--- config.mk ---
export PLATFORM = sky130hd
export DESIGN_NAME = twos_comp_seq
export DESIGN_NICKNAME = d
export VERILOG_FILES = /design/src/rtl/twos_pkg.sv /design/src/rtl/twos_serial_core.sv /design/src/rtl/twos_comp_seq.sv
export SDC_FILE = /design/constraint.sdc
export NUM_CORES = 1
export LEC_CHECK = 0
export ABC_AREA = 0
export BUFFER_PORTS_ARGS = -buffer_cell sky130_fd_sc_hd__buf_2
export CAP_MARGIN = 20
export CELL_PAD_IN_SITES_DETAIL_PLACEMENT = 0
export CELL_PAD_IN_SITES_GLOBAL_PLACEMENT = 1
export CORE_MARGIN = 5
export CORE_UTILIZATION = 39
export DETAILED_ROUTE_END_ITERATION = 16
export GPL_TIMING_DRIVEN = 0
export HOLD_SLACK_MARGIN = 0.05
export PLACE_DENSITY_LB_ADDON = 0.1
export SLEW_MARGIN = 20
export SYNTH_ARGS = -nofsm -noshare
export SYNTH_HDL_FRONTEND = slang
export SYNTH_SLANG_ARGS = --single-unit
--- constraint.sdc ---
create_clock -name t_clk -period 1.4 [get_ports t_clk]
set_input_delay 0.28 -clock t_clk [delete_from_list [all_inputs] [get_ports t_clk]]
set_output_delay 0.28 -clock t_clk [all_outputs]
set_load 0.02 [all_outputs]
--- src/rtl/twos_pkg.sv ---
// twos_pkg: shared types and helpers for the serial negation block.
// Holds the controller state encoding and the bit-counter sizing rule.
package twos_pkg;

  typedef enum logic [1:0] {
    IDLE  = 2'd0,
    SHIFT = 2'd1,
    HOLD  = 2'd2
  } state_t;

  // Bits needed to count 0..width-1; never below one bit.
  function automatic int cnt_w(input int width);
    int w;
    w = $clog2(width);
    return (w < 1) ? 1 : w;
  endfunction

  // Most negative value of a width-bit two's-complement word.
  function automatic logic [31:0] min_neg(input int width);
    logic [31:0] v;
    v = '0;
    v[width-1] = 1'b1;
    return v;
  endfunction

endpackage

--- src/rtl/twos_serial_core.sv ---
// twos_serial_core: one-bit-per-cycle negation step.
// Passes bits through until the first 1, then inverts the rest.
module twos_serial_core (
  input  logic t_clk,
  input  logic r,
  input  logic clr,
  input  logic en,
  input  logic bit_in,
  output logic bit_out
);

  logic seen_one_q;

  // Track whether a 1 has been processed in the current word.
  always_ff @(posedge t_clk or posedge r) begin
    if (r) begin
      seen_one_q <= 1'b0;
    end else if (clr) begin
      seen_one_q <= 1'b0;
    end else if (en) begin
      seen_one_q <= seen_one_q | bit_in;
    end
  end

  // Copy until the first one, invert afterwards.
  assign bit_out = bit_in ^ seen_one_q;

endmodule

--- src/rtl/twos_comp_seq.sv ---
// twos_comp_seq: bit-serial two's-complement negator with handshakes.
// Controller sequences the serial core, counts bits, assembles dout.
module twos_comp_seq
  import twos_pkg::*;
#(
  parameter int WIDTH = 8
) (
  input  logic             t_clk,
  input  logic             r,
  input  logic             in_valid,
  output logic             in_ready,
  input  logic [WIDTH-1:0] din,
  output logic             out_valid,
  input  logic             out_ready,
  output logic [WIDTH-1:0] dout,
  output logic             ovf,
  output logic             busy
);

  localparam int CW = cnt_w(WIDTH);
  localparam logic [CW-1:0] LAST = CW'(WIDTH - 1);
  localparam logic [WIDTH-1:0] MIN_NEG = WIDTH'(min_neg(WIDTH));

  state_t state_q;
  state_t state_d;

  logic [CW-1:0]    cnt_q;
  logic [WIDTH-1:0] sreg_q;
  logic [WIDTH-1:0] acc_q;
  logic [WIDTH-1:0] dout_q;
  logic             ovf_cap_q;
  logic             ovf_q;

  logic accept;
  logic step;
  logic last;
  logic done_hs;
  logic res_bit;

  assign accept  = (state_q == IDLE) && in_valid;
  assign step    = (state_q == SHIFT);
  assign last    = step && (cnt_q == LAST);
  assign done_hs = (state_q == HOLD) && out_ready;

  twos_serial_core u_core (
    .t_clk   (t_clk),
    .r       (r),
    .clr     (accept),
    .en      (step),
    .bit_in  (sreg_q[0]),
    .bit_out (res_bit)
  );

  // State register.
  always_ff @(posedge t_clk or posedge r) begin
    if (r) begin
      state_q <= IDLE;
    end else begin
      state_q <= state_d;
    end
  end

  // Next-state: accept, shift WIDTH bits, hold until consumed.
  always_comb begin
    state_d = state_q;
    unique case (1'b1)
      (state_q == IDLE):  if (in_valid) state_d = SHIFT;
      (state_q == SHIFT): if (last)     state_d = HOLD;
      (state_q == HOLD):  if (done_hs)  state_d = IDLE;
      default:                          state_d = IDLE;
    endcase
  end

  // Handshake and status outputs decoded from state.
  always_comb begin
    in_ready  = 1'b0;
    out_valid = 1'b0;
    busy      = 1'b0;
    unique case (1'b1)
      (state_q == IDLE):  in_ready  = 1'b1;
      (state_q == SHIFT): busy      = 1'b1;
      (state_q == HOLD): begin
        busy      = 1'b1;
        out_valid = 1'b1;
      end
      default:            in_ready  = 1'b0;
    endcase
  end

  // Bit counter: cleared on accept, advances once per shifted bit.
  always_ff @(posedge t_clk or posedge r) begin
    if (r) begin
      cnt_q <= '0;
    end else if (accept || last) begin
      cnt_q <= '0;
    end else if (step) begin
      cnt_q <= cnt_q + CW'(1);
    end
  end

  // Operand shift register feeds the core LSB first.
  always_ff @(posedge t_clk or posedge r) begin
    if (r) begin
      sreg_q <= '0;
    end else if (accept) begin
      sreg_q <= din;
    end else if (step) begin
      sreg_q <= {1'b0, sreg_q[WIDTH-1:1]};
    end
  end

  // Result bits enter at the MSB and walk down to their place.
  always_ff @(posedge t_clk or posedge r) begin
    if (r) begin
      acc_q <= '0;
    end else if (accept) begin
      acc_q <= '0;
    end else if (step) begin
      acc_q <= {res_bit, acc_q[WIDTH-1:1]};
    end
  end

  // Overflow flag sampled from the operand as it is captured.
  always_ff @(posedge t_clk or posedge r) begin
    if (r) begin
      ovf_cap_q <= 1'b0;
    end else if (accept) begin
      ovf_cap_q <= (din == MIN_NEG);
    end
  end

  // Published result updates only when the last bit lands.
  always_ff @(posedge t_clk or posedge r) begin
    if (r) begin
      dout_q <= '0;
      ovf_q  <= 1'b0;
    end else if (last) begin
      dout_q <= {res_bit, acc_q[WIDTH-1:1]};
      ovf_q  <= ovf_cap_q;
    end
  end

  assign dout = dout_q;
  assign ovf  = ovf_q;

endmodule

======== Word level (Yosys, flattened, before mapping) ========
Cells that the tools add are included.
W data, S select, Z words.
word-level totals
  register bits ........................... 32
  input bits .............................. 12
  output and inout bits ................... 12
  word-level logic and storage cells ...... 42
operators by class
  add/subtract/negate cells ............... 1
  equal/unequal tests ..................... 7
  muxes and demuxes ....................... 15
  bitwise logic cells ..................... 2
  reductions and logical operators ........ 9
operators with widths
  operator               count
  $mux W8                4
  $eq A8 B8 Y1 const B   1
  $mux W2                3
  $mux W3                2
  $pmux W2 S3            1
  $mux W1                5
  $ne A2 B2 Y1 const B   2
  $reduce_bool A2 Y1     2
  $add A3 B1 Y3 const B  1
  $eq A3 B3 Y1 const B   1
  $logic_and A1 B1 Y1    3
  $reduce_and A3 Y1      1
  $eq A2 B1 Y1 const B   1
  $eq A2 B2 Y1 const B   1
  $logic_not A2 Y1       1
  $ne A2 B1 Y1 const B   1
  $reduce_or A2 Y1       1
  $logic_or A1 B1 Y1     1
  $or A1 B1 Y1           1
  $xor A1 B1 Y1          1

======== Depth between registers and ports, before layout ========
Gate-level depths: netlist of the first run.
  depth after elaboration ................. 4
  depth in mapped cells ................... 6
  gate-level depth less buffers ........... 5

======== Cells and area by module ========
Synthesis of the first run repeated with hierarchy kept, for this count alone.
second synthesis, totals
  cell total of the unflattened synthesis .. 121
  area, all modules ....................... 1,413.9 um^2
by module, submodules not included
  module            instances  cells an instance  area an instance (um^2)  seq. area each (um^2)
  twos_comp_seq     1          114                1,353.8                  750.7
  twos_serial_core  1          7                  60.1                     25.0

======== Least setup slack after synthesis of the first run ========
No wires, ideal clock.
  kind .................................... register to register
  start ................................... register cnt_q[0]
  end ..................................... register state_q[0]
  library setup time ...................... 0.125 ns
  arrival time ............................ 1.391 ns
  setup slack ............................. -0.117 ns
  cell stages (with the launch flop) ...... 6
  buffers on the path ..................... 0
  cells stage by stage .................... dfrtp_1 ha_1 ha_1 nor2b_2 and3b_1 mux2_4
on the way
  cells in the longest elaborated chain, start to end .. 4
RTL lines
  element                             RTL line             text
  from (decl)                         twos_comp_seq.sv:27  logic [CW-1:0] cnt_q;
  from (signal assigned)              twos_comp_seq.sv:97  cnt_q <= cnt_q + CW'(1);
  $eq A3 B3 Y1                        twos_comp_seq.sv:42  assign last = step && (cnt_q == LAST);
  $logic_and A1 B1 Y1                 twos_comp_seq.sv:42
  $ne A2 B1 Y1 (no source line)       -
  $reduce_and A3 Y1 (no source line)  -
  to (signal assigned)                twos_comp_seq.sv:59  state_q <= state_d;
  to (decl)                           twos_comp_seq.sv:24  state_t state_q;
Every way passes these cells.
A chain may end at the register's enable or synchronous reset.

======== Final worst setup path of the first run ========
Same ends and word-level chain as after synthesis.

==> summary.md, run 1 <==
| Metric | Value |
|---|---|
| Status | finished, violations left |
| Failing checks | setup timing |
| Worst skew pair latency | 0.33 ns |
| Syn-to-layout area delta | 27.9% |
| CTS root buffer | clkbuf_4 |
| Die H | 70.1 um |
| Syn. warnings | 0 |
| Cells after synthesis | 120 |
| Worst slew margin relative to its limit | 0.565 |
| ANT cells | 0 |
| Yosys reg bits | 31 |
| Logic gate share of total power | 0.471 |
| Placed Instance Area | 1600 um^2 |
| Cell Rows | 21 |
| # clock sinks | 31 |
| Post-route clock period utilization | 1.07 |
| Setup crit end kind | flop |
| Crit path DAT | 1.72 ns |
| Min Hold Slack | 0.170 ns |
| GPL Wtd Cong | 0.727 |
| Cell Area, Synth | 1410 um^2 |
| Share of layout cells above drive strength 1 | 0.396 |
| Fin nets | 177 |
| Residual DRC | 0 |
| Tot GR Track Use | 0.125 |
| Largest area contributor in the netlist | dfrtp_1 |
| Post-layout min period | 1.50 ns |
| Worst-path clk slew | 0.10 ns |
| Sw frac | 0.362 |
| Final setup viols | 4 |
| RSZ-0062 raised after global routing | yes |
| Synth Net Count | 139 |
| Total Power | 3.56 mW |
| Slowest CP cell | dfrtp_1 |
| Avg WL per Cell | 13.5 um |
| Pin count of the biggest net entering global routing | 32 |
| Crit path kind | reg -> reg |
| Max FO, Critical Path | 4 |
| Initial antenna violation count | 0 |
| CTS tree | built |
| Clock Tree Buf Depth | 2 |
| Internal | 2.27 mW |
| First-pass iteration count of the detailed router | 3 |
| Leakage | 0.924 nW |
| Final instance area | 1800 um^2 |
| WL final | 2.76 mm |
| Max cap viols | 0 |
| Sequential area share after synthesis | 0.550 |
| Worst path required time | 1.62 ns |
| Core Area | 3420 um^2 |
| Num CTS Buffers | 5 |
| Initial Utilization | 0.413 |
| HPWL after DPL | 1.85 mm |
| Tightest Pin Transition | 0.651 ns |
| Final-report hold violation count | 0 |
| Crit-path cells | ha_2, ha_4, nor2b_4, and3b_1, mux2_4 |
| Post-synth top area share | 0.550 |
| Setup total negative slack | -0.243 ns |
| Pwr per Cell Area | 1980 nW/um^2 |
| Final Core Density | 0.528 |
| I/O pin cnt | 24 |
| Via count | 974 |
| CP max stage delay | 0.39 ns |
| Vias/cell | 4.75 |
| Worst IR Drop VDD | 0.946 mV |
| Grt ovf | 0 |
| First-pass GRT wire length | 4.84 mm |
| Antenna viol nets, final | 0 |
| Die W | 70.1 um |
| Avg Inst Size Synth | 11.8 um^2 |
| Clk pwr share | 0.141 |
| Net switching power | 1.29 mW |
| H-tree depth reported by CTS | 2 |
| DIE AREA | 4920 um^2 |
| Synth top area cells | dfrtp_1, mux2i_1, mux2_2 |
| IO Port Bufs | 23 |
| Vias in the first global route | 1014 |
| DR iter-0 viols | 33 |
| Startpoint Class | flop |
| Tightest Hold Check Type | in -> reg |
| Clk_skew | 0.00735 ns |
| Final worst setup slack | -0.0987 ns |
| Reg power frac | 0.389 |
| Max-slew violation count | 0 |
| Unique cell type count in the Yosys netlist | 25 |
| Fmax | 667 MHz |
## registers in the layout, indices dropped and copies added (netlist names)
register and cells:
state_q 2, sreg_q 8, cnt_q 3, ovf_cap_q 1, ovf 1, acc_q 7
dout 8, u_core.seen_one_q 1
## layout make-up
type,instances,area (um^2)
buffer,5,55.1
fill,310,1610
clock buffer,7,45.0
clock inverter,1,5.00
timing repair buffer,31,209
tap,46,57.6
inverter,7,26.3
multi-input combinational,77,629
sequential,31,776
## per-layer routing
metal	vias up	share of wire	wire [um]	global-route usage
met1	460	0.47	1310	0.160
met4	0	0.019	53	0.0511
met5	-	0	0	0
met2	19	0.45	1230	0.183
li1	489	-	-	-
met3	6	0.061	169	0.0560
## worst max-delay path, delay by kind of cell (launching register included)
| kind | cells | cell delay [ns] |
|---|---|---|
| adders and majority gates | 2 | 0.38 |
| and+or+nand+nor | 2 | 0.32 |
| DFF | 1 | 0.39 |
| muxes | 1 | 0.30 |
## synth_stat cells
master and instances:
nor4_1 1, nor2_1 10, ha_1 7, nand3_1 1
a211oi_1 1, mux2_2 8, inv_1 7, nand3b_1 1
dfrtp_1 31, nor4b_1 1, buf_6 1, a22oi_1 1
mux2_4 1, buf_2 3, nand2_1 11, a21oi_1 1
mux2i_1 15, nor2b_2 1, buf_4 1, and2_1 1
nand2b_1 2, o21ai_0 10, nand2_2 1, a31oi_1 2
and3b_1 1
## worst paths after layout
path,startpoint,end,slack [ns],depth (start not counted)
setup / recovery,cnt_q[0]$_DFFE_PP0P_,state_q[0]$_DFFE_PP0P_,-0.1,5
hold / removal,din[4],sreg_q[4]$_DFFE_PP0P_,0.17,3
setup reg to reg,cnt_q[0]$_DFFE_PP0P_,state_q[0]$_DFFE_PP0P_,-0.1,5
hold reg to reg,ovf$_DFFE_PP0P_,ovf$_DFFE_PP0P_,0.49,2
max in group asynchronous,r,sreg_q[0]$_DFFE_PP0P_,0.39,3
min in group asynchronous,r,dout[1]$_DFFE_PP0P_,0.57,3
## stage by stage
step                cells  setup slack (ns)
finish                205           -0.0987
detailed placement    189            -0.150
global placement      189            -0.131
floorplan             120           -0.0364
CTS                   205           -0.0901
global route          205            -0.141
## power by group through the flow
stage                     clock, mW  sequential [mW]  combinational [mW]
after CTS                     0.526             1.39                1.60
final                         0.502             1.39                1.68
after detailed placement          0             1.41                1.34
after global routing          0.560             1.43                1.87
after floorplan                   0             1.43               0.979
after global placement            0             1.39                1.30
## what timing repair did
item / CTS / global route
endpoints found under the hold margin: 25 / 0
resized for setup: 13 / 9
pin swaps: 2 / 1
cloned: 0 / 0
hold buffers: 1 / 0
buffers inserted: 7 / 0
endpoints found under the setup margin: 23 / 30
## cells by family after synthesis
kind of cell | after synthesis | share of synthesized area
AOI/OAI and AO/OA | 15 | 0.0586
DFF | 31 | 0.550
buffers and inverters | 12 | 0.0426
adders and majority gates | 7 | 0.0621
and+or+nand+nor | 31 | 0.106
muxes | 24 | 0.181
## layout by cell type, fill, tap and decap left out, drive strengths merged
cell         count
and3b            1
and2             1
a211oi           1
clkinv           1
dlygate4sd3      1
mux2i           15
mux2             9
nand2           12
nand3            1
nor2b            1
inv              7
nor4b            1
nand3b           1
dfrtp           31
ha               7
clkbuf           7
buf             35
nand2b           2
a22oi            1
nor4             1
a21oi            1
o21ai           10
a31oi            2
nor2            10
Note: power is estimated with default switching activity, not from simulation.
==> run 2, diff against run 1 <==
--- a/config.mk
+++ b/config.mk
@@ -11,7 +11,8 @@
 export CELL_PAD_IN_SITES_DETAIL_PLACEMENT = 0
 export CELL_PAD_IN_SITES_GLOBAL_PLACEMENT = 1
 export CORE_MARGIN = 5
-export CORE_UTILIZATION = 39
+export CORE_UTILIZATION = 41
+export CTS_BUF_LIST = sky130_fd_sc_hd__clkbuf_8
 export DETAILED_ROUTE_END_ITERATION = 16
 export GPL_TIMING_DRIVEN = 0
 export HOLD_SLACK_MARGIN = 0.05
==> summary.md, run 2 (synthesis results as in run 1) <==
| Metric | Value |
|---|---|
| Status | finished, violations left |
| Failing checks | setup timing |
| Clock Tree Buf Depth | 2 |
| ANT cells | 0 |
| Final-report hold violation count | 0 |
| CTS root buffer | clkbuf_8 |
| First-pass GRT wire length | 4.54 mm |
| H-tree depth reported by CTS | 2 |
| Initial Utilization | 0.423 |
| Worst IR Drop VDD | 0.768 mV |
| Die H | 68.6 um |
| Cell Rows | 21 |
| Worst skew pair latency | 0.27 ns |
| Clk_skew | 0.00653 ns |
| Placement Setup Slack | -0.125 ns |
| Final worst setup slack | -0.0624 ns |
| Die W | 68.6 um |
| DIE AREA | 4710 um^2 |
| Via count | 973 |
| Fmax | 684 MHz |
| Post-layout min period | 1.46 ns |
| CP max stage delay | 0.38 ns |
| Leakage | 0.927 nW |
| Avg WL per Cell | 12.9 um |
| CTS tree | built |
| Vias in the first global route | 1027 |
| Crit path DAT | 1.63 ns |
| Max cap viols | 0 |
| Crit path kind | reg -> reg |
| Syn-to-layout area delta | 28.0% |
| Antenna viol nets, final | 0 |
| Most common cell after layout, fill and taps aside | dfrtp_1 |
| Final setup viols | 3 |
| Crit path buf inv count | 0 |
| Setup crit end kind | flop |
| Grt ovf | 0 |
| I/O pin cnt | 24 |
| Worst path required time | 1.56 ns |
| Slowest CP cell | dfrtp_1 |
| # clock sinks | 31 |
| Largest delay share family, worst path | flip-flops |
| Worst-path clk slew | 0.06 ns |
| Tightest Pin Transition | 0.646 ns |
| Crit-path cells | ha_2, ha_4, nor2b_4, and3b_1, mux2_4 |
| Max FO, Critical Path | 4 |
| Post-route clock period utilization | 1.04 |
| WL final | 2.60 mm |
| Core Area | 3340 um^2 |
| HPWL after DPL | 1.81 mm |
| First-pass iteration count of the detailed router | 4 |
| Initial antenna violation count | 0 |
| Tot GR Track Use | 0.133 |
| Residual DRC | 0 |
| Startpoint Class | flop |
| Pin count of the biggest net entering global routing | 32 |
| Setup total negative slack | -0.117 ns |
| Share of layout cells above drive strength 1 | 0.385 |
| Vias/cell | 4.82 |
| Num CTS Buffers | 5 |
| DR iter-0 viols | 24 |
| Max-slew violation count | 0 |
| Fin nets | 176 |
| RSZ-0062 raised after global routing | yes |
| Worst slew margin relative to its limit | 0.569 |
| GPL Wtd Cong | 0.723 |
| Tightest Hold Check Type | in -> async |
| IO Port Bufs | 23 |
| Pwr per Cell Area | 2000 nW/um^2 |
| Most frequent cells in the layout | dfrtp_1, buf_2, mux2i_1, nand2_1, nor2_1 |
run 2: metal layers:
| metal | track usage | wire, um |
|---|---|---|
| met1 | 0.152 | 1180 |
| met2 | 0.216 | 1280 |
| met3 | 0.0389 | 100 |
| met4 | 0.0819 | 46 |
| met5 | 0 | 0 |
run 2: what timing repair did:
action                     in CTS  in global routing
pin swaps                       2                  2
setup endpoints to repair      23                 31
hold buffers                    0                  0
gates resized for setup        11                 10
buffers inserted                5                  2
run 2: worst register-to-register path, stage by stage, from the launching register on:
cell	delay (ns)
dfrtp_1	0.38
ha_2	0.20
ha_4	0.18
nor2b_4	0.11
and3b_1	0.19
mux2_4	0.29
run 2: per-stage QoR:
| step | power [mW] | cell area (um^2) | util | hold slack (ns) | std cells |
|---|---|---|---|---|---|
| floorplan | 2.41 | 1430 | - | 0.384 | 120 |
| global placement | 2.69 | 1600 | 0.480 | 0.462 | 189 |
| detailed placement | 2.72 | 1600 | 0.480 | 0.412 | 189 |
| CTS | 3.54 | 1750 | 0.525 | 0.112 | 200 |
| global route | 3.91 | 1800 | 0.541 | 0.156 | 202 |
| finish | 3.62 | 1800 | 0.541 | 0.0924 | 202 |
run 2: final timing paths:
check	to	slack (ns)	cells after the start	start
min	cnt_q[2]$_DFFE_PP0P_	0.09	2	r
min reg2reg	ovf$_DFFE_PP0P_	0.48	2	ovf$_DFFE_PP0P_
max reg2reg	state_q[0]$_DFFE_PP0P_	-0.06	5	cnt_q[1]$_DFFE_PP0P_
max in group asynchronous	ovf$_DFFE_PP0P_	0.89	2	r
min in group t_clk	sreg_q[5]$_DFFE_PP0P_	0.23	3	din[5]
max	state_q[0]$_DFFE_PP0P_	-0.06	5	cnt_q[1]$_DFFE_PP0P_
run 2: layout make-up:
cell class                 count  area (um^2)
buffer                         5         57.6
timing repair buffer          30          184
fill                         319         1530
clock buffer                   5         68.8
tap                           46         57.6
inverter                       7         26.3
clock inverter                 1         3.75
multi-input combinational     77          631
sequential                    31          776
run 2: power breakdown:
part | internal (mW) | total [mW] | leakage [nW] | switching, mW
clock network | 0.323 | 0.618 | 0.0413 | 0.295
logic | 0.836 | 1.60 | 0.476 | 0.764
registers | 1.21 | 1.40 | 0.410 | 0.192
==> run 3, diff against run 2 <==
--- a/config.mk
+++ b/config.mk
@@ -9,9 +9,9 @@
 export BUFFER_PORTS_ARGS = -buffer_cell sky130_fd_sc_hd__buf_2
 export CAP_MARGIN = 20
 export CELL_PAD_IN_SITES_DETAIL_PLACEMENT = 0
-export CELL_PAD_IN_SITES_GLOBAL_PLACEMENT = 1
+export CELL_PAD_IN_SITES_GLOBAL_PLACEMENT = 2
 export CORE_MARGIN = 5
-export CORE_UTILIZATION = 41
+export CORE_UTILIZATION = 34
 export CTS_BUF_LIST = sky130_fd_sc_hd__clkbuf_8
 export DETAILED_ROUTE_END_ITERATION = 16
 export GPL_TIMING_DRIVEN = 0
==> summary.md, run 3 (synthesis results as in run 1) <==
| Metric | Value |
|---|---|
| Fmax | 682 MHz |
| IO Port Bufs | 23 |
| Post-layout min period | 1.47 ns |
| Worst R2R Path Depth | 5 |
| Reg power frac | 0.361 |
| First-pass iteration count of the detailed router | 2 |
| Core Area | 4000 um^2 |
| Tightest Hold Check Type | in -> async |
| Multi-input logic area | 627 um^2 |
| Num CTS Buffers | 5 |
| Max FO, Critical Path | 4 |
| Final worst setup slack | -0.0657 ns |
| Clk pwr share | 0.198 |
| Tightest Pin Transition | 0.657 ns |
| Avg WL per Cell | 14.0 um |
| Vias/cell | 4.72 |
| Clk_skew | 0.00619 ns |
| Startpoint Class | flop |
| Most frequent cells in the layout | dfrtp_1, buf_2, mux2i_1, nand2_1, nor2_1 |
| Most common cell after layout, fill and taps aside | dfrtp_1 |
| Final-report hold violation count | 0 |
| # clock sinks | 31 |
| Fillers | 392 |
| Min Hold Slack | 0.0888 ns |
| Max Used Layer | met4 |
| DIE AREA | 5540 um^2 |
| Die W | 74.4 um |
| Clock Tree Buf Depth | 2 |
| Net switching power | 1.31 mW |
| Fin nets | 177 |
| Worst skew pair latency | 0.28 ns |
| Max-slew violation count | 0 |
| Crit path from | cnt_q[0]$_DFFE_PP0P_ |
| DR iter-0 viols | 29 |
| Sw frac | 0.340 |
| Worst path required time | 1.57 ns |
| Via count | 987 |
| Placement Setup Slack | -0.136 ns |
| Final setup viols | 2 |
| Worst IR Drop VDD | 0.745 mV |
| Crit path DAT | 1.63 ns |
| Crit path kind | reg -> reg |
| Grt ovf | 0 |
| CP Capture Point | state_q[0]$_DFFE_PP0P_ |
| WL final | 2.92 mm |
| Pin count of the biggest net entering global routing | 32 |
| Tot GR Track Use | 0.122 |
| Logic gate share of total power | 0.442 |
| GPL Wtd Cong | 0.665 |
| Worst r2r src | cnt_q[0]$_DFFE_PP0P_ |
| Worst R2R End | state_q[0]$_DFFE_PP0P_ |
| Die H | 74.4 um |
| Share of layout cells above drive strength 1 | 0.390 |
| Leakage | 0.955 nW |
| Met3 Wirelength | 181 um |
| RSZ-0062 raised after global routing | yes |
| Internal | 2.55 mW |
| Post-route clock period utilization | 1.05 |
| R2r setup slk | -0.07 ns |
| Pwr per Cell Area | 2070 nW/um^2 |
| First-pass GRT wire length | 5.06 mm |
| I/O pin cnt | 24 |
| Max cap viols | 0 |
| CTS root buffer | clkbuf_8 |
| Initial antenna violation count | 0 |
| H-tree depth reported by CTS | 2 |
| Antenna viol nets, final | 0 |
| Worst-path clk slew | 0.07 ns |
| Failing checks | setup timing |
| CTS tree | built |
| Syn-to-layout area delta | 31.9% |
| Met1 wire length | 1.32 mm |
| Initial Utilization | 0.353 |
| Setup crit end kind | flop |
| Status | finished, violations left |
| Worst slew margin relative to its limit | 0.561 |
| Vias in the first global route | 1077 |
| Reg area | 776 um^2 |
| Residual DRC | 0 |
| Cell Rows | 23 |
| HPWL after DPL | 2.07 mm |
| ANT cells | 0 |
| Met2 Wirelength | 1.38 mm |
run 3: layout make-up:
class | instances | area share
Buffer | 5 | 0.0316
Clock buffer | 7 | 0.0518
Clock inverter | 1 | 0.00202
Inverter | 7 | 0.0141
Multi-Input combinational cell | 77 | 0.337
Sequential cell | 31 | 0.417
Tap cell | 50 | 0.0336
Timing Repair Buffer | 31 | 0.113
run 3: power by group through the flow:
stage	clock network [mW]	logic, mW	registers [mW]
4_1_cts	0.788	1.52	1.39
2_1_floorplan	0	0.979	1.43
6_report	0.763	1.70	1.39
3_5_place_dp	0	1.35	1.41
5_1_grt	0.831	1.87	1.44
3_3_place_gp	0	1.31	1.39
run 3: through the flow:
stage	utilization	power [mW]	TNS, ns	instances	area [um^2]
2_1_floorplan	-	2.41	-0.0364	120	1430
3_3_place_gp	0.402	2.70	-2.06	193	1610
3_5_place_dp	0.402	2.76	-2.11	193	1610
4_1_cts	0.445	3.70	-0.373	205	1780
5_1_grt	0.465	4.14	-0.620	209	1860
6_report	0.465	3.86	-0.108	209	1860
run 3: worst min-delay path by stage:
stage	from	end	slack [ns]
after floorplan	r	acc_q[1]$_DFFE_PP0P_	0.38
after global placement	ovf$_DFFE_PP0P_	ovf$_DFFE_PP0P_	0.46
after detailed placement	r	dout[4]$_DFFE_PP0P_	0.42
after CTS	r	acc_q[3]$_DFFE_PP0P_	0.11
after global routing	r	dout[4]$_DFFE_PP0P_	0.16
final	r	acc_q[3]$_DFFE_PP0P_	0.09
run 3: routing by layer:
layer / track usage / vias to the layer above
met5: 0 / -
li1: - / 482
met4: 0.0534 / 0
met2: 0.187 / 22
met1: 0.155 / 479
met3: 0.0446 / 4
run 3: worst max-delay path, stage by stage, from the launching register on:
cell,delay [ns]
dfrtp_1,0.38
ha_2,0.20
ha_4,0.18
nor2b_4,0.11
and3b_1,0.20
mux2_4,0.30
run 3: what timing repair did:
action | in CTS | in global routing
endpoints found under the setup margin | 23 | 22
resized for setup | 12 | 11
hold buffers | 0 | 0
setup buffers | 4 | 4
pin swaps | 2 | 2
